===== src/rtl/imem_uart_loader.sv =====
// UART boot loader: SYNC, LEN (LSB first), LEN words (LSB first), XOR checksum -> imem writes; core held in reset until a frame checks out.
// Latency: imem write one cycle after a word's 4th byte, cpu_reset falls one cycle after a good CSUM byte. No backpressure.
module imem_uart_loader #(
  parameter int         DEPTH       = 64,
  parameter int         ADDR_W      = 6,
  parameter logic [7:0] SYNC_BYTE   = 8'hA5,
  parameter int         TIMEOUT_CYC = 1000000
) (
  input  logic              clk,
  input  logic              reset,
  input  logic              rx_valid,
  input  logic [7:0]        rx_data,
  input  logic              boot_req,
  output logic              imem_we,
  output logic [ADDR_W-1:0] imem_waddr,
  output logic [31:0]       imem_wdata,
  output logic              cpu_reset,
  output logic              load_done,
  output logic              load_err,
  output logic [15:0]       words_loaded
);

  localparam int TW = $clog2(TIMEOUT_CYC + 1);

  typedef enum logic [2:0] {
    IDLE,
    LEN0,
    LEN1,
    DATA,
    CSUM,
    DONE,
    ERR
  } state_t;

  state_t         state;
  state_t         state_nxt;
  logic [7:0]     len_lo;
  logic [15:0]    len;
  logic [23:0]    word_sr;
  logic [1:0]     byte_idx;
  logic [7:0]     csum_acc;
  logic [TW-1:0]  tmo_cnt;

  logic           in_frame;
  logic           tmo_hit;
  logic           sync_hit;
  logic           word_done;
  logic           frame_last;
  logic [15:0]    len_rx;

  always_ff @(posedge clk or posedge reset) begin
    if (reset) begin
      state <= IDLE;
    end else begin
      state <= state_nxt;
    end
  end

  always_comb begin
    in_frame   = (state == LEN0) || (state == LEN1) || (state == DATA) || (state == CSUM);
    // A byte landing on the final idle cycle beats the timeout.
    tmo_hit    = in_frame && !rx_valid && (tmo_cnt == TW'(TIMEOUT_CYC - 1));
    sync_hit   = (state == IDLE) && rx_valid && (rx_data == SYNC_BYTE);
    len_rx     = {rx_data, len_lo};
    word_done  = (state == DATA) && rx_valid && (byte_idx == 2'd3);
    frame_last = word_done && ((words_loaded + 16'd1) == len);
    state_nxt  = state;

    case (state)
      IDLE: if (sync_hit) state_nxt = LEN0;
      LEN0: if (rx_valid) state_nxt = LEN1;
      LEN1: begin
        if (rx_valid) begin
          if (len_rx == 16'd0) begin
            state_nxt = CSUM;
          end else if (len_rx > 16'(DEPTH)) begin
            state_nxt = ERR;
          end else begin
            state_nxt = DATA;
          end
        end
      end
      DATA: if (frame_last) state_nxt = CSUM;
      CSUM: begin
        if (rx_valid) begin
          state_nxt = (rx_data == csum_acc) ? DONE : ERR;
        end
      end
      DONE: if (boot_req) state_nxt = IDLE;
      ERR:  state_nxt = IDLE;
      default: state_nxt = IDLE;
    endcase

    if (tmo_hit) begin
      state_nxt = ERR;
    end
  end

  // Status flags are registered from the next state so cpu_reset never glitches.
  always_ff @(posedge clk or posedge reset) begin
    if (reset) begin
      imem_we      <= 1'b0;
      imem_waddr   <= '0;
      imem_wdata   <= 32'd0;
      cpu_reset    <= 1'b1;
      load_done    <= 1'b0;
      load_err     <= 1'b0;
      words_loaded <= 16'd0;
      len_lo       <= 8'd0;
      len          <= 16'd0;
      word_sr      <= 24'd0;
      byte_idx     <= 2'd0;
      csum_acc     <= 8'd0;
      tmo_cnt      <= '0;
    end else begin
      imem_we   <= 1'b0;
      cpu_reset <= (state_nxt != DONE);
      load_done <= (state_nxt == DONE);

      if (state_nxt == ERR) begin
        load_err <= 1'b1;
      end else if (sync_hit) begin
        load_err <= 1'b0;
      end

      if (!in_frame || rx_valid) begin
        tmo_cnt <= '0;
      end else begin
        tmo_cnt <= tmo_cnt + 1'b1;
      end

      if (sync_hit) begin
        csum_acc     <= 8'd0;
        byte_idx     <= 2'd0;
        words_loaded <= 16'd0;
      end

      if ((state == LEN0) && rx_valid) begin
        len_lo <= rx_data;
      end

      if ((state == LEN1) && rx_valid) begin
        len <= len_rx;
      end

      if ((state == DATA) && rx_valid) begin
        csum_acc <= csum_acc ^ rx_data;
        byte_idx <= byte_idx + 2'd1;
        word_sr  <= {rx_data, word_sr[23:8]};
      end

      // Word address follows the running word count; it restarts only with a new SYNC.
      if (word_done) begin
        imem_we      <= 1'b1;
        imem_waddr   <= words_loaded[ADDR_W-1:0];
        imem_wdata   <= {rx_data, word_sr};
        words_loaded <= words_loaded + 16'd1;
      end
    end
  end

endmodule


===== config.mk =====
export PLATFORM = sky130hd
export DESIGN_NAME = imem_uart_loader
export DESIGN_NICKNAME = d
export VERILOG_FILES = /design/src/rtl/imem_uart_loader.sv
export SDC_FILE = /design/constraint.sdc
export NUM_CORES = 1
export LEC_CHECK = 0
export ABC_AREA = 0
export CORE_MARGIN = 3
export CORE_UTILIZATION = 45
export CTS_BUF_LIST = sky130_fd_sc_hd__clkbuf_2 sky130_fd_sc_hd__clkbuf_4 sky130_fd_sc_hd__clkbuf_8
export DETAILED_ROUTE_END_ITERATION = 12
export PLACE_DENSITY_LB_ADDON = 0.12
export SYNTH_ARGS = -nofsm -noshare
export SYNTH_HDL_FRONTEND = slang
export SYNTH_SLANG_ARGS = --single-unit

===== constraint.sdc =====
create_clock -name clk -period 6.3 [get_ports clk]
set_input_delay 1.89 -clock clk [delete_from_list [all_inputs] [get_ports clk]]
set_output_delay 1.89 -clock clk [all_outputs]
set_load 0.02 [all_outputs]

==> run_results.csv, run 1 <==
group,metric,value,unit
run_status,status,"finished, final reports clean",
final_layout,drive_gt1_frac,0.114,
flow_run,max_cap_viol_count,0,
floorplanning,pin_count,70,
placement,gp_congestion,0.850,
clock_tree,cts_max_path_buffers,2,
global_routing,grt_pass1_wl,24600,um
yosys,synthAdderAreaFrac,0.00578,
final_layout,fin_util,0.553,
detailed_routing,drc_errors,0,
setup_path,critPathLaunch,"rx_valid",
floorplanning,dieArea,15900,um2
timing,slew_viol_final,0,
final_layout,nets,758,
global_routing,antenna_found_initial,0,
final_layout,multi_input_area,2800,um2
yosys,yosysTopAreaCell,"dfrtp_1",
timing,rsz0062_at_grt,"no",
timing,fin_tns_setup,0,ns
placement,dp.cells,904,
timing,max_freq,0.230,GHz
setup_path,r2r_start,"state[2]$_DFF_PP0_",
clock_tree,cts_hold_buf,0,
yosys,synth_top_family_by_area,"simple AND/OR/NAND/NOR gates",
clock_tree,numCtsBuffers,17,
clock_tree,clk_pin_slew,0.08,ns
power_and_ir_drop,vdd_drop_max,186,uV
detailed_routing,drtPass1Iterations,6,
final_layout,antennaDiodeCount,0,
setup_path,crit_arrival,4.69,ns
setup_path,criticalPathCategory,"input port to flip-flop",
global_routing,gr-total-overflow,0,
yosys,synth_warnings,0,
yosys,syn_area_per_cell,9.51,um2
timing,hold_viol_final,0,
yosys,synth_xor_area_frac,0.0566,
yosys,syn_area,6500,um2
detailed_routing,routed_wl,14600,um
timing,clock_skew,0.00862,ns
detailed_routing,vias,5012,
yosys,synth.yosys.seq_area_share,0.535,
timing,final.period_utilization,0.690,
min_path,hold_path_depth,2,
clock_tree,clock_latency,0.46,ns
yosys,muxShareOfSynthArea,0.0493,
yosys,netlist_instances,683,
clock_tree,cts_tree,"built",
yosys,syn-num-nets,698,
clock_tree,root_buffer,"clkbuf_8",
clock_tree,ctsResizeCount,0,
global_routing,grt_start_max_net_pins,108,
final_layout,final_cells,936,
timing,tightest_slew,0.964,ns
setup_path,r2r_slack,3.48,ns
floorplanning,rows,43,
detailed_routing,antenna_left,0,
setup_path,crit_end,"state[0]$_DFF_PP0_",
power_and_ir_drop,powerDensity,386,nW/um2
timing,min_period,4.34,ns
setup_path,r2r_cells,9,
yosys,synth_compound_area_frac,0.0707,
yosys,synth-main-ff-cell,"dfrtp_1",
yosys,async_flop_share,1.00,
floorplanning,die_w,126,um
placement,port_buffers,69,
final_layout,fillers,1274,
yosys,yosysTopAreaCellShare,0.531,
yosys,synth-seq-cells,139,
final_layout,area_growth,19.0,%
placement,dp_hpwl,9900,um
yosys,synth_most_common_cell,"nand2_1",
yosys,synthSimpleGateAreaFrac,0.248,
clock_tree,clock_sinks,139,
setup_path,r2r-end,"state[0]$_DFF_PP0_",
yosys,synth_common_cells,"nand2_1 (203), dfrtp_1 (138), nor2_1 (48)",
setup_path,start_kind,"input port",
timing,setup_viol,0,
detailed_routing,drt-initial-drc-count,382,
setup_path,end_kind,"flip-flop",
min_path,hold_path.class,"flip-flop to flip-flop",
yosys,yosys-top-cells-area,"dfrtp_1 (53%), nand2_1 (12%), mux2_2 (4.2%), xnor2_1 (3.4%), nor2_1 (2.8%)",
yosys,synth_edf_count,0,
power_and_ir_drop,p_leak,3.57,nW
yosys,synth.distinct_cells,58,
clock_tree,post_cts_buffers,0,
floorplanning,start_util,0.465,
floorplanning,coreArea,14000,um2
global_routing,track_usage,0.192,
detailed_routing,vias_per_cell,5.35,
floorplanning,die_y,126,um
setup_path,crit_required,6.65,ns
detailed_routing,wl_per_cell,15.6,um
final_layout,seq_area,3480,um2
clock_tree,htree_num_levels,4,
timing,slew-limit-headroom,0.357,
global_routing,grt_pass1_vias,4839,
setup_path,crit_fanout,43,
==> per-stage QoR <==
stage               instance area (um2)  hold WS [ns]  setup slack [ns]  power [W]
CTS                                7730         0.481              1.98    0.00301
floorplan                          6500         0.439             0.687    0.00192
global placement                   7300         0.458              1.57    0.00220
finish                             7730         0.474              1.96    0.00299
detailed placement                 7300         0.460              1.48    0.00223
global route                       7730         0.499              1.75    0.00317
==> logic make-up (layout without fill, tap and decap cells) <==
group           count (synthesis)  count (layout)
simple gates                  341             341
flops                         139             139
compound gates                 80              80
buf+inv                        49             122
xor+xnor                       42              42
mux                            29              29
fa+ha+maj                       3               3
==> layout make-up <==
type | instances | share of cell area
Clock inverter | 12 | 0.0210
Timing Repair Buffer | 74 | 0.0942
Multi-Input combinational cell | 495 | 0.362
Tap cell | 180 | 0.0291
Sequential cell | 139 | 0.450
Clock buffer | 20 | 0.0348
Inverter | 16 | 0.00842
==> where the power goes <==
part | switching [W] | internal (W) | total, W
Sequential | 0.000229 | 0.00115 | 0.00138
Combinational | 0.000435 | 0.000397 | 0.000831
Clock | 0.000356 | 0.000421 | 0.000776
Total | 0.00102 | 0.00197 | 0.00299
==> per-layer routing <==
metal	wire length [um]	track usage	part of all wire
met1	6770	0.268	0.46
met2	6920	0.299	0.47
met3	696	0.0407	0.048
met4	248	0.0681	0.017
met5	0	0	0
==> critical path, cell delays in order <==
cell and delay, ns:
clkdlybuf4s50_1 0.69, nand2b_4 0.08, nor2_2 0.10, buf_4 0.27, nand2_2 0.10, inv_2 0.55, nand4_1 0.18, nor4_1 0.36
a31oi_1 0.13, o31a_1 0.31
==> cell usage in the layout, fill, tap and decap left out, types with 8 or more instances in the layout <==
cell type        instances
mux2_2                  24
nand2_1                202
and3_1                   8
xor2_1                  17
o21ai_1                 15
clkdlybuf4s50_1         69
clkbuf_8                19
o21ai_0                 34
inv_1                   14
nand2b_1                 9
nand3_1                 17
xnor2_1                 25
a21oi_1                 10
dfrtp_1                138
nor2_1                  48
==> registers in the layout, summed over array words and instances (netlist names) <==
register	cells
imem_waddr	6
imem_wdata	32
load_err	1
words_loaded	16
imem_we	1
tmo_cnt	20
len	16
len_lo	8
load_done	1
state	3
csum_acc	8
word_sr	24
cpu_reset	1
byte_idx	2
==> worst min-delay path by stage <==
stage	slack, ns	start	endpoint
floorplan	0.44	word_sr[0]$_DFFE_PP0P_	imem_wdata[0]$_DFFE_PP0P_
global placement	0.46	word_sr[2]$_DFFE_PP0P_	imem_wdata[2]$_DFFE_PP0P_
detailed placement	0.46	word_sr[2]$_DFFE_PP0P_	imem_wdata[2]$_DFFE_PP0P_
CTS	0.48	word_sr[2]$_DFFE_PP0P_	imem_wdata[2]$_DFFE_PP0P_
global route	0.50	imem_wdata[29]$_DFFE_PP0P_	imem_wdata[29]$_DFFE_PP0P_
finish	0.47	word_sr[6]$_DFFE_PP0P_	imem_wdata[6]$_DFFE_PP0P_
No activity file was read; power rests on OpenSTA's default activity.
==> run 2, diff against run 1 <==
==> constraint.sdc (replaced) <==
create_clock -name clk -period 4 [get_ports clk]
set_input_delay 1.2 -clock clk [delete_from_list [all_inputs] [get_ports clk]]
set_output_delay 1.2 -clock clk [all_outputs]
set_load 0.02 [all_outputs]
==> run 2 against run 1 <==
Routed wire length rose by 2.4%; final cell count rose by 0.75%; non-clock buffer count rose by 7; die area did not move; register-to-register slack got worse by 2.0 ns; cell area rose by 0.58%; critical path depth fell by 3; sequential cell count did not move; hold slack got worse by 0.0059 ns; clock skew rose by 0.0044 ns; core utilization rose by 0.32 points; count of clock-buffer cells in the layout did not move; critical path type unchanged.
==> run_results.csv, run 2 (synthesis gave the netlist of run 1 again) <==
group,metric,value,unit
run_status,status,"finished, final reports clean",
final_layout,fillers,1286,
timing,clock_skew,0.0130,ns
floorplanning,die_y,126,um
timing,setup_viol,0,
setup_path,criticalPathCategory,"input port to flip-flop",
setup_path,r2r-end,"state[0]$_DFF_PP0_",
setup_path,r2r_cells,8,
floorplanning,start_util,0.465,
clock_tree,cts_hold_buf,0,
detailed_routing,antenna_left,0,
placement,gp_congestion,0.856,
final_layout,mostFrequentLayoutCell,"nand2_1",
setup_path,cpPeakStageDelay,0.62,ns
detailed_routing,routed_wl,15000,um
setup_path,crit_arrival,3.39,ns
final_layout,fin_util,0.556,
placement,port_buffers,69,
detailed_routing,vias_per_cell,5.24,
clock_tree,clk_pin_slew,0.08,ns
clock_tree,root_buffer,"clkbuf_8",
timing,fin_tns_setup,0,ns
final_layout,multi_input_area,2800,um2
setup_path,r2r_slack,1.44,ns
setup_path,crit_slowest_cell,"or4_4",
floorplanning,rows,43,
setup_path,cp_cell_sequence,"clkdlybuf4s50_1 > or4_4 > nor2_2 > nand3_2 > and2_1 > o21ai_1 > o31ai_1",
final_layout,drive_gt1_frac,0.122,
final_layout,area_growth,19.7,%
placement,place_area,7380,um2
global_routing,antenna_found_initial,0,
clock_tree,htree_num_levels,4,
final_layout,mostFrequentLayoutCells,"nand2_1 (202), dfrtp_1 (138), clkdlybuf4s50_1 (69)",
flow_run,max_cap_viol_count,0,
detailed_routing,drtPass1Iterations,7,
floorplanning,coreArea,14000,um2
setup_path,crit_fanout,11,
timing,tightest_slew,0.731,ns
final_layout,nets,765,
min_path,hold_path_end,"imem_wdata[2]$_DFFE_PP0P_",
final_layout,antennaDiodeCount,0,
clock_tree,cts_tree,"built",
min_path,hp-start,"word_sr[2]$_DFFE_PP0P_",
global_routing,grt_start_max_net_pins,66,
min_path,hold_path_depth,2,
detailed_routing,vias,4941,
clock_tree,clock_latency,0.44,ns
timing,slew-limit-headroom,0.511,
final_layout,postLayoutCellArea,7780,um2
floorplanning,pin_count,70,
power_and_ir_drop,p_leak,3.59,nW
final_layout,seq_area,3480,um2
setup_path,r2r_start,"words_loaded[0]$_DFFE_PP0P_",
detailed_routing,drc_errors,0,
floorplanning,die_w,126,um
setup_path,start_kind,"input port",
detailed_routing,wl_per_cell,15.9,um
global_routing,gr-total-overflow,0,
detailed_routing,drt-initial-drc-count,471,
timing,rsz0062_at_grt,"no",
floorplanning,dieArea,15900,um2
timing,max_freq,0.324,GHz
global_routing,track_usage,0.196,
timing,slew_viol_final,0,
clock_tree,cts_max_path_buffers,2,
final_layout,largest_register_ffs,32,
min_path,hold_path.class,"flip-flop to flip-flop",
final_layout,top_regs,"imem_wdata x32, word_sr x24, tmo_cnt x20",
final_layout,largest_register,"imem_wdata",
setup_path,end_kind,"flip-flop",
clock_tree,numCtsBuffers,17,
power_and_ir_drop,powerDensity,600,nW/um2
setup_path,crit_required,4.30,ns
clock_tree,ctsResizeCount,0,
timing,whs,0.468,ns
clock_tree,post_cts_buffers,0,
global_routing,grt_pass1_wl,25100,um
timing,final.period_utilization,0.771,
power_and_ir_drop,vdd_drop_max,280,uV
placement,dp_hpwl,10300,um
clock_tree,clock_sinks,139,
global_routing,grt_pass1_vias,4858,
timing,min_period,3.09,ns
timing,hold_viol_final,0,
[run 2: power breakdown]
group	switching (W)	total (W)	internal (W)
logic	0.000702	0.00134	0.000638
clock network	0.000561	0.00115	0.000590
registers	0.000367	0.00218	0.00181
total	0.00163	0.00467	0.00304
[run 2: worst max-delay path, delay by kind of cell]
kind,cells,cell delay [ns]
simple gates,4,1.35
buf+inv,1,0.58
compound gates,2,0.26
[run 2: metal layers]
layer	track usage	wire length [um]	vias up
li1	-	-	2408
met1	0.279	7200	2394
met2	0.302	6960	118
met3	0.0377	607	21
met4	0.0681	217	0
met5	0	0	-
[run 2: metrics by stage]
step	instances	total power, W	worst slack [ns]
after floorplan	683	0.00303	1.07
after global placement	911	0.00351	0.568
after detailed placement	911	0.00356	0.479
after CTS	943	0.00472	0.960
after global routing	943	0.00498	0.786
final	943	0.00467	0.915
[run 2: cell type report]
type / count / share of cell area
clock buffers: 20 / 0.0338
clock inverters: 12 / 0.0177
inverters: 16 / 0.00821
multi-input cells: 495 / 0.360
flip-flops and latches: 139 / 0.447
well taps: 180 / 0.0290
repair buffers: 81 / 0.104
[run 2: how the worst max path moves through the flow]
| stage | slack (ns) | end | from |
|---|---|---|---|
| 5_1_grt | 0.79 | words_loaded[9]$_DFFE_PP0P_ | rx_data[1] |
| 3_5_place_dp | 0.48 | words_loaded[9]$_DFFE_PP0P_ | rx_data[1] |
| 3_3_place_gp | 0.57 | words_loaded[5]$_DFFE_PP0P_ | rx_valid |
| 6_report | 0.91 | words_loaded[9]$_DFFE_PP0P_ | rx_data[1] |
| 2_1_floorplan | 1.07 | byte_idx[0]$_DFFE_PP0P_ | reset |
| 4_1_cts | 0.96 | words_loaded[9]$_DFFE_PP0P_ | rx_data[1] |
